`src/rtl/gesture_pkg.sv`:
```
// Shared types and default geometry for the gesture pipeline (palm locator, finger stage).
package gesture_pkg;
    localparam int IMAGE_WIDTH    = 120;
    localparam int IMAGE_HEIGHT   = 160;
    localparam int MIN_ROW_PIXELS = 8;
    localparam int COORD_W        = 8;

    typedef logic [COORD_W-1:0] coord_t;

    typedef enum logic [1:0] {
        IDLE,
        SCAN,
        RESOLVE
    } palm_state_t;
endpackage

```
`src/rtl/raster_counter.sv`:
```
// Row-major col/row position of the current pixel beat. A restart beat is pixel (0,0)
// regardless of the held count, so the next position is (1,0).
module raster_counter #(
    parameter int IMAGE_WIDTH  = gesture_pkg::IMAGE_WIDTH,
    parameter int IMAGE_HEIGHT = gesture_pkg::IMAGE_HEIGHT,
    parameter int COORD_W      = gesture_pkg::COORD_W
) (
    input  logic               clk,
    input  logic               rst,
    input  logic               en,
    input  logic               restart,
    output logic [COORD_W-1:0] col,
    output logic [COORD_W-1:0] row,
    output logic               last_col,
    output logic               last_pix
);
    localparam logic [COORD_W-1:0] COL_MAX = COORD_W'(IMAGE_WIDTH - 1);
    localparam logic [COORD_W-1:0] ROW_MAX = COORD_W'(IMAGE_HEIGHT - 1);

    assign last_col = (col == COL_MAX);
    assign last_pix = last_col && (row == ROW_MAX);

    always_ff @(posedge clk or negedge rst) begin
        if (!rst) begin
            col <= '0;
            row <= '0;
        end else if (en) begin
            if (restart) begin
                col <= COORD_W'(1);
                row <= '0;
            end else if (last_col) begin
                col <= '0;
                row <= last_pix ? '0 : row + 1'b1;
            end else begin
                col <= col + 1'b1;
            end
        end
    end
endmodule

```
`src/rtl/palm_locator.sv`:
```
// Scans a binary object raster and publishes the bounding box of rows with enough
// object pixels to be palm; width 0 tells the finger stage there is no palm.
module palm_locator
    import gesture_pkg::*;
#(
    parameter int IMAGE_WIDTH    = gesture_pkg::IMAGE_WIDTH,
    parameter int IMAGE_HEIGHT   = gesture_pkg::IMAGE_HEIGHT,
    parameter int MIN_ROW_PIXELS = gesture_pkg::MIN_ROW_PIXELS,
    parameter int COORD_W        = gesture_pkg::COORD_W
) (
    input  logic               clk,
    input  logic               rst,
    input  logic               pixel_valid,
    input  logic               frame_start,
    input  logic               pixel_in,
    output logic [COORD_W-1:0] start_of_palm_r,
    output logic [COORD_W-1:0] start_of_palm_c,
    output logic [COORD_W-1:0] end_of_palm_r,
    output logic [COORD_W-1:0] end_of_palm_c,
    output logic [COORD_W-1:0] palm_width,
    output logic [COORD_W-1:0] palm_height,
    output logic               palm_valid,
    output logic               busy
);
    typedef logic [COORD_W-1:0] crd_t;

    localparam crd_t COL_INIT = crd_t'(IMAGE_WIDTH - 1);
    localparam crd_t CNT_SAT  = crd_t'(IMAGE_WIDTH);
    localparam crd_t MIN_CNT  = crd_t'(MIN_ROW_PIXELS);

    palm_state_t state;

    crd_t cnt_col, cnt_row;
    logic cnt_last_col, cnt_last_pix;
    logic restart, advance, beat_last_col;
    crd_t beat_col, beat_row;

    // The final pixel wins over a coincident frame_start, so restart is blocked there.
    assign restart       = pixel_valid && frame_start &&
                           (state == IDLE || (state == SCAN && !cnt_last_pix));
    assign advance       = pixel_valid && (state == SCAN || restart);
    assign beat_col      = restart ? '0 : cnt_col;
    assign beat_row      = restart ? '0 : cnt_row;
    assign beat_last_col = cnt_last_col && !restart;

    raster_counter #(
        .IMAGE_WIDTH (IMAGE_WIDTH),
        .IMAGE_HEIGHT(IMAGE_HEIGHT),
        .COORD_W     (COORD_W)
    ) u_raster (
        .clk     (clk),
        .rst     (rst),
        .en      (advance),
        .restart (restart),
        .col     (cnt_col),
        .row     (cnt_row),
        .last_col(cnt_last_col),
        .last_pix(cnt_last_pix)
    );

    crd_t row_cnt, row_first, row_last;
    logic row_hit;
    crd_t min_c, max_c, start_r, end_r;
    logic found;

    crd_t cnt_nxt, first_nxt, last_nxt;
    logic hit_nxt, qualify;

    // Row statistics including the current beat's pixel.
    always_comb begin
        cnt_nxt   = restart ? '0 : row_cnt;
        first_nxt = restart ? '0 : row_first;
        last_nxt  = restart ? '0 : row_last;
        hit_nxt   = restart ? 1'b0 : row_hit;
        if (pixel_in) begin
            if (cnt_nxt != CNT_SAT)
                cnt_nxt = cnt_nxt + 1'b1;
            if (!hit_nxt)
                first_nxt = beat_col;
            last_nxt = beat_col;
            hit_nxt  = 1'b1;
        end
        qualify = (cnt_nxt >= MIN_CNT);
    end

    always_ff @(posedge clk or negedge rst) begin
        if (!rst) begin
            row_cnt   <= '0;
            row_first <= '0;
            row_last  <= '0;
            row_hit   <= 1'b0;
            min_c     <= '0;
            max_c     <= '0;
            start_r   <= '0;
            end_r     <= '0;
            found     <= 1'b0;
        end else if (advance) begin
            if (beat_last_col) begin
                row_cnt   <= '0;
                row_first <= '0;
                row_last  <= '0;
                row_hit   <= 1'b0;
                if (qualify) begin
                    if (!found)
                        start_r <= beat_row;
                    end_r <= beat_row;
                    found <= 1'b1;
                    if (first_nxt < min_c)
                        min_c <= first_nxt;
                    if (last_nxt > max_c)
                        max_c <= last_nxt;
                end
            end else begin
                row_cnt   <= cnt_nxt;
                row_first <= first_nxt;
                row_last  <= last_nxt;
                row_hit   <= hit_nxt;
            end
            // A restart beat is never a last-column beat, so this cannot collide with a commit.
            if (restart) begin
                found   <= 1'b0;
                min_c   <= COL_INIT;
                max_c   <= '0;
                start_r <= '0;
                end_r   <= '0;
            end
        end
    end

    always_ff @(posedge clk or negedge rst) begin
        if (!rst) begin
            state           <= IDLE;
            start_of_palm_r <= '0;
            start_of_palm_c <= '0;
            end_of_palm_r   <= '0;
            end_of_palm_c   <= '0;
            palm_width      <= '0;
            palm_height     <= '0;
            palm_valid      <= 1'b0;
            busy            <= 1'b0;
        end else begin
            palm_valid <= 1'b0;
            case (state)
                IDLE: begin
                    if (restart) begin
                        state <= SCAN;
                        busy  <= 1'b1;
                    end
                end
                SCAN: begin
                    if (pixel_valid && cnt_last_pix)
                        state <= RESOLVE;
                end
                RESOLVE: begin
                    state      <= IDLE;
                    busy       <= 1'b0;
                    palm_valid <= 1'b1;
                    if (found) begin
                        start_of_palm_r <= start_r;
                        start_of_palm_c <= min_c;
                        end_of_palm_r   <= end_r;
                        end_of_palm_c   <= max_c;
                        palm_width      <= max_c - min_c + 1'b1;
                        palm_height     <= end_r - start_r + 1'b1;
                    end else begin
                        start_of_palm_r <= '0;
                        start_of_palm_c <= '0;
                        end_of_palm_r   <= '0;
                        end_of_palm_c   <= '0;
                        palm_width      <= '0;
                        palm_height     <= '0;
                    end
                end
                default: state <= IDLE;
            endcase
        end
    end
endmodule

```
`config.mk`:
```
export PLATFORM = sky130hd
export DESIGN_NAME = palm_locator
export DESIGN_NICKNAME = d
export VERILOG_FILES = /design/src/rtl/gesture_pkg.sv /design/src/rtl/raster_counter.sv /design/src/rtl/palm_locator.sv
export SDC_FILE = /design/constraint.sdc
export NUM_CORES = 1
export LEC_CHECK = 0
export ABC_CLOCK_PERIOD_IN_PS = 4700
export CAP_MARGIN = 15
export CELL_PAD_IN_SITES_DETAIL_PLACEMENT = 1
export CELL_PAD_IN_SITES_GLOBAL_PLACEMENT = 2
export CORE_UTILIZATION = 38
export CTS_CLUSTER_DIAMETER = 100
export CTS_CLUSTER_SIZE = 25
export DETAILED_ROUTE_END_ITERATION = 7
export PLACE_DENSITY_LB_ADDON = 0.1
export SETUP_SLACK_MARGIN = 0.15
export SYNTH_ARGS = -nofsm -noshare
export SYNTH_HDL_FRONTEND = slang
export SYNTH_SLANG_ARGS = --single-unit
```
`constraint.sdc`:
```
create_clock -name clk -period 4.7 [get_ports clk]
set_input_delay 0.705 -clock clk [delete_from_list [all_inputs] [get_ports clk]]
set_output_delay 0.705 -clock clk [all_outputs]
set_load 0.01 [all_outputs]
```
==> flow_summary.json <==
{
  "status": "finished clean",
  "routabilityCongestion": 0.8231,
  "cp_num_buf_inv": 1,
  "drt-total-wl_um": 17160,
  "crit_path_start_kind": "flop",
  "crit_path_end_kind": "flop",
  "die-width_um": 134.2,
  "cp_top_family": "simple AND/OR/NAND/NOR gates",
  "skew_ns": 0.008413,
  "insertion_delay_ns": 0.41,
  "holdBufCountCts": 0,
  "post_cts_resized": 0,
  "required_ns": 5.00,
  "cts.sinks": 126,
  "grt_usage_pct": 20.66,
  "hold_viol": 0,
  "cp.arrival_ns": 4.30,
  "cp_common_cell": "nor2_2",
  "synth_area_leaders": "dfrtp_1 47%, ha_1 8.5%, nand2_1 6.3%",
  "fin_crit_ns": 3.996,
  "cpMaxStageDelayCell": "a31o_2",
  "crit_chain": "ha_1 > nand4bb_1 > nor2_2 > a31o_2 > nand2_1 > inv_1 > ha_1 > nand4_2 > nor2_2 > xor2_2 > nor2_2 > or3_1 > o31ai_1",
  "fill_cells": 1900,
  "dr.first_iter.drc_count": 179,
  "drive_gt1_share_pct": 7.787,
  "ys_seq_area_share_pct": 47.49,
  "syn_area_per_cell_um2": 9.835,
  "slew_headroom_pct": 32.19,
  "synth_edf_count": 0,
  "fin_setup_tns_ns": 0,
  "post_drt_via_cell_ratio": 5.398,
  "synth_top_area_share_pct": 47.49,
  "path_class": "reg -> reg",
  "rsz0062_at_grt": "no",
  "cts-htree-levels": 4,
  "post_cts_buffers": 0,
  "crit_fanout": 20,
  "antenna_found_initial": 0,
  "vias": 5139,
  "p_leak_nw": 3.657,
  "worst_pin_slew_ns": 1.017,
  "cpPeakStageDelay_ns": 0.52,
  "pin_count": 55,
  "cts.clk_slew.worst_paths_ns": 0.06,
  "setup_violations": 0,
  "nets": 771,
  "drtPass1Iterations": 4,
  "yosysMostFrequentCell": "dfrtp_1",
  "core_um2": 16820,
  "slew_violations": 0,
  "power_mw": 2.672,
  "peakVddDrop_mv": 0.2299,
  "dieArea_um2": 18000,
  "synth-seq-cells": 126,
  "fmax_ghz": 0.2502,
  "grt_pass1_vias": 5426,
  "yosys.cell_types.count": 66,
  "wl_per_cell_um": 18.02,
  "hpwlAfterDp_um": 12500,
  "syn_to_final_growth_pct": 19.13,
  "synth.top_cells.by_count": "126 x dfrtp_1, 111 x nand2_1, 45 x ha_1, 42 x nor2_1, 42 x o21ai_0",
  "cap_violations": 0,
  "start_util_pct": 39.47,
  "grt_overflow": 0,
  "synth_top_flop_cell": "dfrtp_1",
  "syn_inst": 675,
  "yosysWarnings": 0,
  "yosys.area.top_type": "dfrtp_1",
  "cts_tree": "done",
  "power_density_nw_per_um2": 337.9,
  "antennaDiodeCount": 0,
  "async_flop_share_pct": 100.0,
  "cts_buffer_depth": 2,
  "hold_path.class": "in -> async",
  "synthesis.area_um2": 6639,
  "fin_crit_sh_pct": 85.03,
  "grt_max_degree": 77,
  "row_count": 47,
  "syn_nets": 727,
  "ant_nets": 0,
  "die_h_um": 134.2,
  "cts_root_buf": "clkbuf_16",
  "io_buffers": 54,
  "numCtsBuffers": 17,
  "drc": 0,
  "grt_pass1_wl_um": 29100
}
cells by family after synthesis:
kind of cell | share of synthesized area [%]
fa+ha+maj | 9.084
xor+xnor | 3.015
flops | 47.49
simple gates | 15.96
compound gates | 17.43
mux | 2.280
buf+inv | 4.730
final cells by class:
cell class              instances  area, µm²  share of cell area (%)
clock buffers                  27      503.0                   6.360
clock inverters                 5      55.05                  0.6961
inverters                      36      135.1                   1.709
multi-input cells             476       3189                   40.33
flip-flops and latches        126       3153                   39.87
well taps                     220      275.3                   3.480
repair buffers                 62      598.1                   7.562
cell usage in the layout, fill, tap and decap left out, types with 4 or more instances in the layout:
| cell | n |
|---|---|
| nand2_1 | 110 |
| and3_1 | 4 |
| nand4_1 | 5 |
| nor2_1 | 42 |
| o31ai_1 | 30 |
| a21oi_1 | 26 |
| clkbuf_1 | 6 |
| o21ai_0 | 42 |
| clkbuf_8 | 4 |
| dfrtp_1 | 126 |
| clkbuf_16 | 17 |
| nand3_1 | 28 |
| ha_1 | 45 |
| mux2i_1 | 14 |
| xnor2_1 | 10 |
| xor2_1 | 11 |
| a32oi_1 | 6 |
| o21ai_1 | 4 |
| inv_1 | 35 |
| clkdlybuf4s50_1 | 53 |
| a22o_1 | 24 |
| buf_4 | 9 |
| o32ai_1 | 6 |
| a21o_1 | 4 |
path summary, 6_finish.rpt:
kind	from	to	depth (start not counted)	slack, ns
max	u_raster.col[0]$_DFFE_PN0P_	min_c[3]$_DFFE_PN0P_	13	0.70
min	rst	palm_width[7]$_DFFE_PN0P_	1	0.46
max reg2reg	u_raster.col[0]$_DFFE_PN0P_	min_c[3]$_DFFE_PN0P_	13	0.70
min reg2reg	palm_width[1]$_DFFE_PN0P_	palm_width[1]$_DFFE_PN0P_	2	0.46
max in group asynchronous	rst	end_of_palm_r[6]$_DFFE_PN0P_	2	3.30
min in group clk	palm_width[1]$_DFFE_PN0P_	palm_width[1]$_DFFE_PN0P_	2	0.46
stage by stage:
step                area (µm²)  utilization (%)  worst slack, ns  cells  hold slack (ns)
detailed placement        7351            43.71           0.5127    920           0.4555
CTS                       7909            47.02           0.6577    952           0.4679
floorplan                 6639                -            1.173    675           0.4094
global route              7909            47.02           0.3833    952           0.5001
global placement          7351            43.71           0.6970    920           0.4509
finish                    7909            47.02           0.7038    952           0.4589
power by group:
part	total (mW)	internal (mW)	leakage [nW]	switching, mW
registers	1.17	1.12	1.70	0.0475
logic	0.253	0.0909	1.69	0.162
clock network	1.25	0.783	0.268	0.466
registers in the layout, indices dropped and copies added, names as in the netlist:
register,count
start_of_palm_c,8
palm_height,8
row_hit,1
end_r,8
min_c,8
end_of_palm_c,8
start_r,8
palm_valid,1
start_of_palm_r,8
state,2
u_raster.col,8
end_of_palm_r,8
max_c,8
u_raster.row,8
found,1
palm_width,8
row_cnt,8
busy,1
row_last,8
row_first,8
metal layers:
metal	up-vias	global-route usage, %	share of wire (%)
met5	-	0	0
met4	0	6.367	1.1
met3	12	2.721	2.3
met2	68	33.79	47
met1	2575	28.49	49
li1	2484	-	-
(Power assumes the default switching activity.)
